`config.mk`:
```
export PLATFORM = sky130hd
export DESIGN_NAME = ex_redirect_ctrl
export DESIGN_NICKNAME = d
export VERILOG_FILES = /design/src/rtl/struct_pckg.sv /design/src/rtl/redirect_perf_cnt.sv /design/src/rtl/ex_redirect_ctrl.sv
export SDC_FILE = /design/constraint.sdc
export NUM_CORES = 1
export LEC_CHECK = 0
export CAP_MARGIN = 15
export CORE_UTILIZATION = 40
export CTS_BUF_LIST = sky130_fd_sc_hd__clkbuf_4 sky130_fd_sc_hd__clkbuf_8
export CTS_CLUSTER_DIAMETER = 150
export CTS_CLUSTER_SIZE = 10
export DETAILED_ROUTE_END_ITERATION = 12
export MAX_ROUTING_LAYER = met4
export PLACE_DENSITY = 0.82
export SYNTH_ARGS = -nofsm -noshare
export SYNTH_HDL_FRONTEND = slang
export SYNTH_SLANG_ARGS = --single-unit
```
`constraint.sdc`:
```
create_clock -name i_clk -period 2.52 [get_ports i_clk]
set_input_delay 0.504 -clock i_clk [delete_from_list [all_inputs] [get_ports i_clk]]
set_output_delay 0.504 -clock i_clk [all_outputs]
set_load 0.005 [all_outputs]
```
`src/rtl/struct_pckg.sv`:
```
// Shared types for the EX-stage redirect controller: FSM state and the
// trap > jump > branch source priority encoding.
`ifndef RNG_64
`define RNG_64 63:0
`endif

package struct_pckg;

  typedef enum logic [1:0] {
    ST_IDLE  = 2'd0,
    ST_PEND  = 2'd1,
    ST_DRAIN = 2'd2
  } redirect_state_t;

  typedef enum logic [1:0] {
    SRC_NONE   = 2'd0,
    SRC_BRANCH = 2'd1,
    SRC_JUMP   = 2'd2,
    SRC_TRAP   = 2'd3
  } redirect_src_t;

  // Callers must already have qualified jump/branch with EX valid and no stall.
  function automatic redirect_src_t sel_src(input logic trap, input logic jump,
                                            input logic branch);
    if (trap)        return SRC_TRAP;
    else if (jump)   return SRC_JUMP;
    else if (branch) return SRC_BRANCH;
    else             return SRC_NONE;
  endfunction

endpackage

```
`src/rtl/redirect_perf_cnt.sv`:
```
// Saturating event counter with synchronous active-high reset.
module redirect_perf_cnt #(
  parameter int W = 32
) (
  input  logic         clk,
  input  logic         rst,
  input  logic         inc,
  output logic [W-1:0] cnt
);

  always_ff @(posedge clk) begin
    if (rst) begin
      cnt <= '0;
    end else if (inc && (cnt != {W{1'b1}})) begin
      cnt <= cnt + W'(1);
    end
  end

endmodule

```
`src/rtl/ex_redirect_ctrl.sv`:
```
// EX-stage redirect controller: captures taken jumps/branches and traps,
// offers the redirect PC to fetch and generates the pipeline flush pulses.
`ifndef RNG_64
`define RNG_64 63:0
`endif

module ex_redirect_ctrl
  import struct_pckg::*;
#(
  parameter int CNT_W = 32
) (
  input  logic               i_clk,
  input  logic               i_rst,
  input  logic               i_ex_valid,
  input  logic               i_stall,
  input  logic               i_ex_jump_taken,
  input  logic               i_ex_branch_taken,
  input  logic [`RNG_64]     i_ex_jump_target,
  input  logic [`RNG_64]     i_ex_branch_target,
  input  logic               i_trap_req,
  input  logic [`RNG_64]     i_trap_target,
  input  logic               i_if_ready,
  output logic               o_redirect_valid,
  output logic [`RNG_64]     o_redirect_pc,
  output logic               o_flush_if,
  output logic               o_flush_id,
  output logic               o_flush_ex,
  output logic               o_busy,
  output logic [CNT_W-1:0]   o_redirect_cnt,
  output redirect_state_t    o_dbg_state
);

  redirect_state_t state_q, state_d;
  redirect_src_t   src;
  logic [`RNG_64]  pc_q, pc_d, sel_pc;
  logic            fl_if_q, fl_id_q, fl_ex_q;
  logic            fl_if_d, fl_id_d, fl_ex_d;
  logic            ex_ok;
  logic            accept;

  // Handshake: the redirect transfers on any cycle where o_redirect_valid and
  // i_if_ready are both high; valid and PC stay constant until that happens.
  // A trap arriving on the accepting cycle still counts the accept, then
  // re-enters PEND with the trap target (as if it hit the following DRAIN).
  always_comb begin
    ex_ok   = i_ex_valid & ~i_stall;
    src     = sel_src(i_trap_req, ex_ok & i_ex_jump_taken, ex_ok & i_ex_branch_taken);
    state_d = state_q;
    pc_d    = pc_q;
    fl_if_d = 1'b0;
    fl_id_d = 1'b0;
    fl_ex_d = 1'b0;
    accept  = 1'b0;

    case (src)
      SRC_TRAP:   sel_pc = i_trap_target;
      SRC_JUMP:   sel_pc = i_ex_jump_target;
      SRC_BRANCH: sel_pc = i_ex_branch_target;
      default:    sel_pc = '0;
    endcase

    case (state_q)
      ST_IDLE: begin
        if (src != SRC_NONE) begin
          state_d = ST_PEND;
          pc_d    = sel_pc;
          fl_if_d = 1'b1;
          fl_id_d = 1'b1;
          fl_ex_d = (src == SRC_TRAP);
        end
      end
      ST_PEND: begin
        accept = i_if_ready;
        if (i_trap_req) begin
          pc_d    = i_trap_target;
          fl_if_d = 1'b1;
          fl_id_d = 1'b1;
          fl_ex_d = 1'b1;
        end else if (i_if_ready) begin
          state_d = ST_DRAIN;
          fl_if_d = 1'b1;
        end
      end
      ST_DRAIN: begin
        if (i_trap_req) begin
          state_d = ST_PEND;
          pc_d    = i_trap_target;
          fl_if_d = 1'b1;
          fl_id_d = 1'b1;
          fl_ex_d = 1'b1;
        end else begin
          state_d = ST_IDLE;
        end
      end
      default: state_d = ST_IDLE;
    endcase
  end

  always_ff @(posedge i_clk) begin
    if (i_rst) begin
      state_q <= ST_IDLE;
      pc_q    <= '0;
      fl_if_q <= 1'b0;
      fl_id_q <= 1'b0;
      fl_ex_q <= 1'b0;
    end else begin
      state_q <= state_d;
      pc_q    <= pc_d;
      fl_if_q <= fl_if_d;
      fl_id_q <= fl_id_d;
      fl_ex_q <= fl_ex_d;
    end
  end

  redirect_perf_cnt #(.W(CNT_W)) u_perf_cnt (
    .clk (i_clk),
    .rst (i_rst),
    .inc (accept),
    .cnt (o_redirect_cnt)
  );

  assign o_redirect_valid = (state_q == ST_PEND);
  assign o_busy           = (state_q == ST_PEND);
  assign o_redirect_pc    = o_redirect_valid ? pc_q : '0;
  assign o_flush_if       = fl_if_q;
  assign o_flush_id       = fl_id_q;
  assign o_flush_ex       = fl_ex_q;
  assign o_dbg_state      = state_q;

endmodule

```
**Yosys cells after proc, flatten, opt, wreduce, memory -nomap -nowiden**

Index checks and enable logic that the tools add are counted.

- Memory bits (writable): 0
- Bits in registers: 101
- ROM bits: 0
- Logic and storage cells: 50
- Memories: 0
- Bits in latches: 0
- Output and inout port bits: 103
- Input port bits: 200

- Bitwise logic cells: 4
- Divide/modulo/power cells: 0
- Mux-type cells: 22
- $add $sub $neg: 1
- $mul: 0
- Order comparisons: 0
- Shifts and indexed selects: 0
- Reductions and logical operators: 7
- Equal/unequal tests: 10

Operators with widths:

| operator | number |
|---|---|
| $mux 64 | 3 |
| $pmux 64 s3 | 1 |
| $pmux 64 s2 | 1 |
| $add 32x1->32 const B | 1 |
| $ne 32x32->1 const B | 1 |
| $mux 2 | 5 |
| $mux 1 | 8 |
| $eq 2x2->1 const B | 3 |
| $ne 2x2->1 const B | 3 |
| $pmux 2 s3 | 1 |
| $reduce_and 3->1 | 2 |
| $eq 2x1->1 const B | 2 |
| $pmux 1 s2 | 2 |
| $reduce_bool 2->1 | 2 |
| $and 1x1->1 | 3 |
| $pmux 1 s3 | 1 |
| $logic_not 2->1 | 1 |
| $ne 2x1->1 const B | 1 |
| $reduce_or 2->1 | 1 |
| $logic_and 1x1->1 | 1 |
| $not 1->1 | 1 |

**Longest topological paths before layout**

- Depth in word-level cells: 10
- Mapped depth: 10
- Depth with buffers taken out: 7

**By module**

A second synthesis with hierarchy kept.

- Cell total of the unflattened synthesis: 687
- Area total of the unflattened synthesis: 6,411.1 um^2

Modules (own cells, without submodules):

| module | area each (um^2) | cells an instance | instances | seq. area each (um^2) |
|---|---|---|---|---|
| ex_redirect_ctrl | 4,737.0 | 488 | 1 | 1,381.3 |
| redirect_perf_cnt | 1,674.1 | 199 | 1 | 640.6 |

**Least setup slack after synthesis**

OpenSTA, ideal clock, no wires.

- Kind: register to register
- Start: reg state_q[1] (netlist: o_dbg_state[1])
- End: reg u_perf_cnt.cnt[31]
- Path buffers: 0
- Path slack: 0.517 ns
- Library setup time: 0.070 ns
- Cell stages (with the launch flop): 8
- Arrival: 1.932 ns
- Period minus slack after synthesis: 2.003 ns
- Data required time: 2.450 ns
- Path through: dfxtp_1 -> inv_1 -> ha_1 -> and4_1 -> and3_1 -> o2111ai_1 -> or4_1 -> a21oi_1

- Cells in the longest elaborated chain, start to end: 3

RTL lines:

| element | line | text |
|---|---|---|
| from (decl) | ex_redirect_ctrl.sv:33 | `redirect_state_t state_q, state_d;` |
| from (signal assigned) | ex_redirect_ctrl.sv:107 | `state_q <= state_d;` |
| $eq 2x1->1 | - |  |
| via o_busy | ex_redirect_ctrl.sv:28 | `output logic o_busy,` |
| $mux 1 | ex_redirect_ctrl.sv:62 | `case (state_q)` |
| $logic_and 1x1->1 | redirect_perf_cnt.sv:14 | `end else if (inc && (cnt != {W{1'b1}})) begin` |
| to (signal assigned) | redirect_perf_cnt.sv:15 | `cnt <= cnt + W'(1);` |
| to (decl) | redirect_perf_cnt.sv:8 | `output logic [W-1:0] cnt` |

The timed path passes the listed nets, and every way through them passes these cells.
A chain may end at the register's enable or synchronous reset.

**Worst setup path in the final report**

- Start: reg state_q[1] (netlist: o_dbg_state[1])
- End: out o_redirect_pc[62]

- Cells in the longest elaborated chain, start to end: 2

RTL lines:

| element | line | text |
|---|---|---|
| $eq 2x1->1 | ex_redirect_ctrl.sv:122 | `assign o_redirect_valid = (state_q == ST_PEND);` |
| $mux 64 | ex_redirect_ctrl.sv:124 | `assign o_redirect_pc = o_redirect_valid ? pc_q : '0;` |
| to (decl) | ex_redirect_ctrl.sv:24 | `` output logic [`RNG_64] o_redirect_pc, `` |

Every way passes these cells.

==> impl_metrics.ini <==
[status]
result_of_the_run = finished, final reports clean

[synth]
synthTopCellsByCount = 101 x sky130_fd_sc_hd__dfxtp_1, 89 x sky130_fd_sc_hd__nor2_1, 68 x sky130_fd_sc_hd__and2_1
ys_seq_elements = 101
postSynth.topFlopCell = sky130_fd_sc_hd__dfxtp_1
synth_enable_flop_cells = 0
post_synth_instance_area_mm2 = 0.00572
yosysMostFrequentCell = sky130_fd_sc_hd__dfxtp_1
synth_top_cells_by_area = sky130_fd_sc_hd__dfxtp_1 35%, sky130_fd_sc_hd__a32o_1 11%, sky130_fd_sc_hd__a221oi_1 9.8%
ys_seq_area_share_pct = 35.4
synthesis.instances = 684
asyncSetResetFlopFracSynth_pct = 0
synth_top_cell_area_share_pct = 35.4
synth_top_cell_by_area = sky130_fd_sc_hd__dfxtp_1
syn-num-nets = 889
synth_cell_type_count = 50
ys.warnings.count = 0
syn_area_per_cell_um2 = 8.36

[global_route]
grt_antenna_before_repair = 0
grt_remaining_overflow = 0
global_route_usage_sum_pct = 29.2
first_global_vias = 6346
grt_max_degree = 50
first_pass_grt_wire_length_mm = 32.5

[finish]
insertedDiodeCount = 0
n_fill_cell = 1152
syn2layout_area_growth_pct = 63.8
drive_gt1_share_pct = 7.71
final-seq-area_mm2 = 0.00202
fin_nets = 1160
finish.cell_count_without_fillers = 1140
multi_input_comb_area_mm2 = 0.00343

[detailed_routing]
dr_total_vias = 6548
drc = 0
met3RoutedLength_mm = 1.37
final_antenna_net_count = 0
top_layer_used = met4
drt-wirelength-per-cell_um = 18.2
met1_length_mm = 8.19
average_vias_per_placed_instance = 5.74
drtPass1Iterations = 5
detailroute.wirelength.met2_mm = 10.5
drtIter0Drc = 436
routed_wirelength_mm = 20.8

[timing]
final.period_utilization_pct = 94.7
rsz0062_at_grt = false
tightest_slew_ps = 604
max_freq_mhz = 419
setup_viol = 0
worst_slew_margin_rel_pct = 59.6
fin_setup_tns_ps = 0
finClkSkew_ps = 9.53
post-route-min-period_ps = 2390
maxSlewViolCount = 0
layout_setup_ws_ps = 132
hold_viol_final = 0

[worst_setup_path]
worstSetupPathType = flop to output port
r2r_cells = 5
cp_max_fo = 30
r2r-end = u_perf_cnt.cnt[3]
r2r_start = u_perf_cnt.cnt[16]
worstPathRequired_ps = 2020
worst-endpoint-arrival_ps = 1880
startpoint_type = flop
setup.worst_path.end_class = output port
reg2reg_slack_ps = 380

[cts]
clk_latency_ps = 380
clkTransAtPathRegs_ps = 100
cts_tree = built
clock_tree.buffer_depth = 2
cts_sinks = 101
cts_hold_repair.buffers = 0
cts_inserted_buffers = 9
cts.htree.levels = 3
cts_root_buffer = sky130_fd_sc_hd__clkbuf_8

[floorplanning]
start_util_pct = 41.0
placementRows = 43
core_mm2 = 0.0139
die-area_mm2 = 0.0148
ios = 303
die_w_um = 122
die_height_um = 122

[place]
gp_congestion = 0.849
place_worst_setup_slack_ps = 33.5
buffer_ports.inserted = 302
dp.cells = 1122
post-dp-hpwl_mm = 15.0

[pwr]
max-vdd-ir-drop_mv = 0.359
cellLeakagePower_nw = 3.29
power.density_cell_area_mw_per_mm2 = 603

[hold_path]
hp-class = primary input to flop
worstHoldPathCells = 2
hp-start = i_rst
holdPathEnd = u_perf_cnt.cnt[18]

[run]
maxCapViolations = 0
state kept, by name, summed over array words and instances, names as in the netlist:
signal and count:
o_flush_if 1, pc_q 64, u_perf_cnt.cnt 32, o_flush_id 1, o_flush_ex 1, o_dbg_state 2
worst max-delay path, cell delays in order (launching register included):
cell and delay [ps]:
sky130_fd_sc_hd__dfxtp_2 360, sky130_fd_sc_hd__inv_2 90, sky130_fd_sc_hd__ha_4 170, sky130_fd_sc_hd__buf_12 170, sky130_fd_sc_hd__and2_1 190, sky130_fd_sc_hd__clkdlybuf4s50_1 510
placed cells by master, fill, tap and decap left out, drive strengths merged, types with 12 or more instances in the layout:
cell	count
nor3	66
nand2	12
a32o	64
a21oi	20
and2	68
clkdlybuf4s50	301
buf	31
a221oi	64
dfxtp	101
nor2	90
nand3	17
what timing repair did:
item / in CTS / in global routing
cloned: 0 / 0
setup endpoints to repair: 58 / 42
setup buffers: 2 / 0
gates resized for setup: 1 / 4
per-layer routing:
metal | GRT usage [%] | up-vias
li1 | - | 3149
met1 | 32.8 | 3066
met2 | 50.2 | 289
met3 | 6.46 | 44
met4 | 11.3 | 0
met5 | - | -
cell families (layout without fill, tap and decap cells):
group / count (synthesis) / after routing / synth area share, %
simple gates: 302 / 302 / 27.7
compound gates: 179 / 179 / 27.5
flops: 101 / 101 / 35.4
buf+inv: 80 / 356 / 5.45
xor+xnor: 11 / 11 / 1.69
mux: 6 / 6 / 1.14
fa+ha+maj: 5 / 5 / 1.09
how the worst max path moves through the flow:
stage,end,start,slack (ps)
floorplan,u_perf_cnt.cnt[31],o_dbg_state[1],520
global placement,pc_q[37],i_ex_valid,110
detailed placement,pc_q[31],i_ex_valid,30
CTS,o_redirect_pc[54],o_dbg_state[1],20
global route,o_redirect_pc[62],o_dbg_state[1],30
finish,o_redirect_pc[62],o_dbg_state[1],130
final cells by class:
cell class | instances | share of cell area (%)
Timing Repair Buffer | 332 | 36.1
Tap cell | 180 | 2.41
Clock buffer | 10 | 1.47
Multi-Input combinational cell | 503 | 36.6
Inverter | 8 | 0.321
Sequential cell | 101 | 21.6
Clock inverter | 6 | 1.43
report_power, final:
part           switching, mW  internal [mW]  leakage (nW)
logic                   1.10           1.14          2.32
registers              0.143           1.90         0.831
clock network          0.587          0.787         0.136
total                   1.83           3.82          3.29
stage by stage:
| stage | util (%) | hold WS [ps] | cell area [um^2] | power, mW |
|---|---|---|---|---|
| after CTS | 67.1 | 467 | 9360 | 5.68 |
| final | 67.2 | 482 | 9360 | 5.65 |
| after detailed placement | 65.0 | 475 | 9060 | 4.28 |
| after global routing | 67.2 | 474 | 9360 | 5.99 |
| after floorplan | - | 464 | 5720 | 3.18 |
| after global placement | 65.0 | 473 | 9060 | 4.24 |
(Power assumes the default switching activity.)
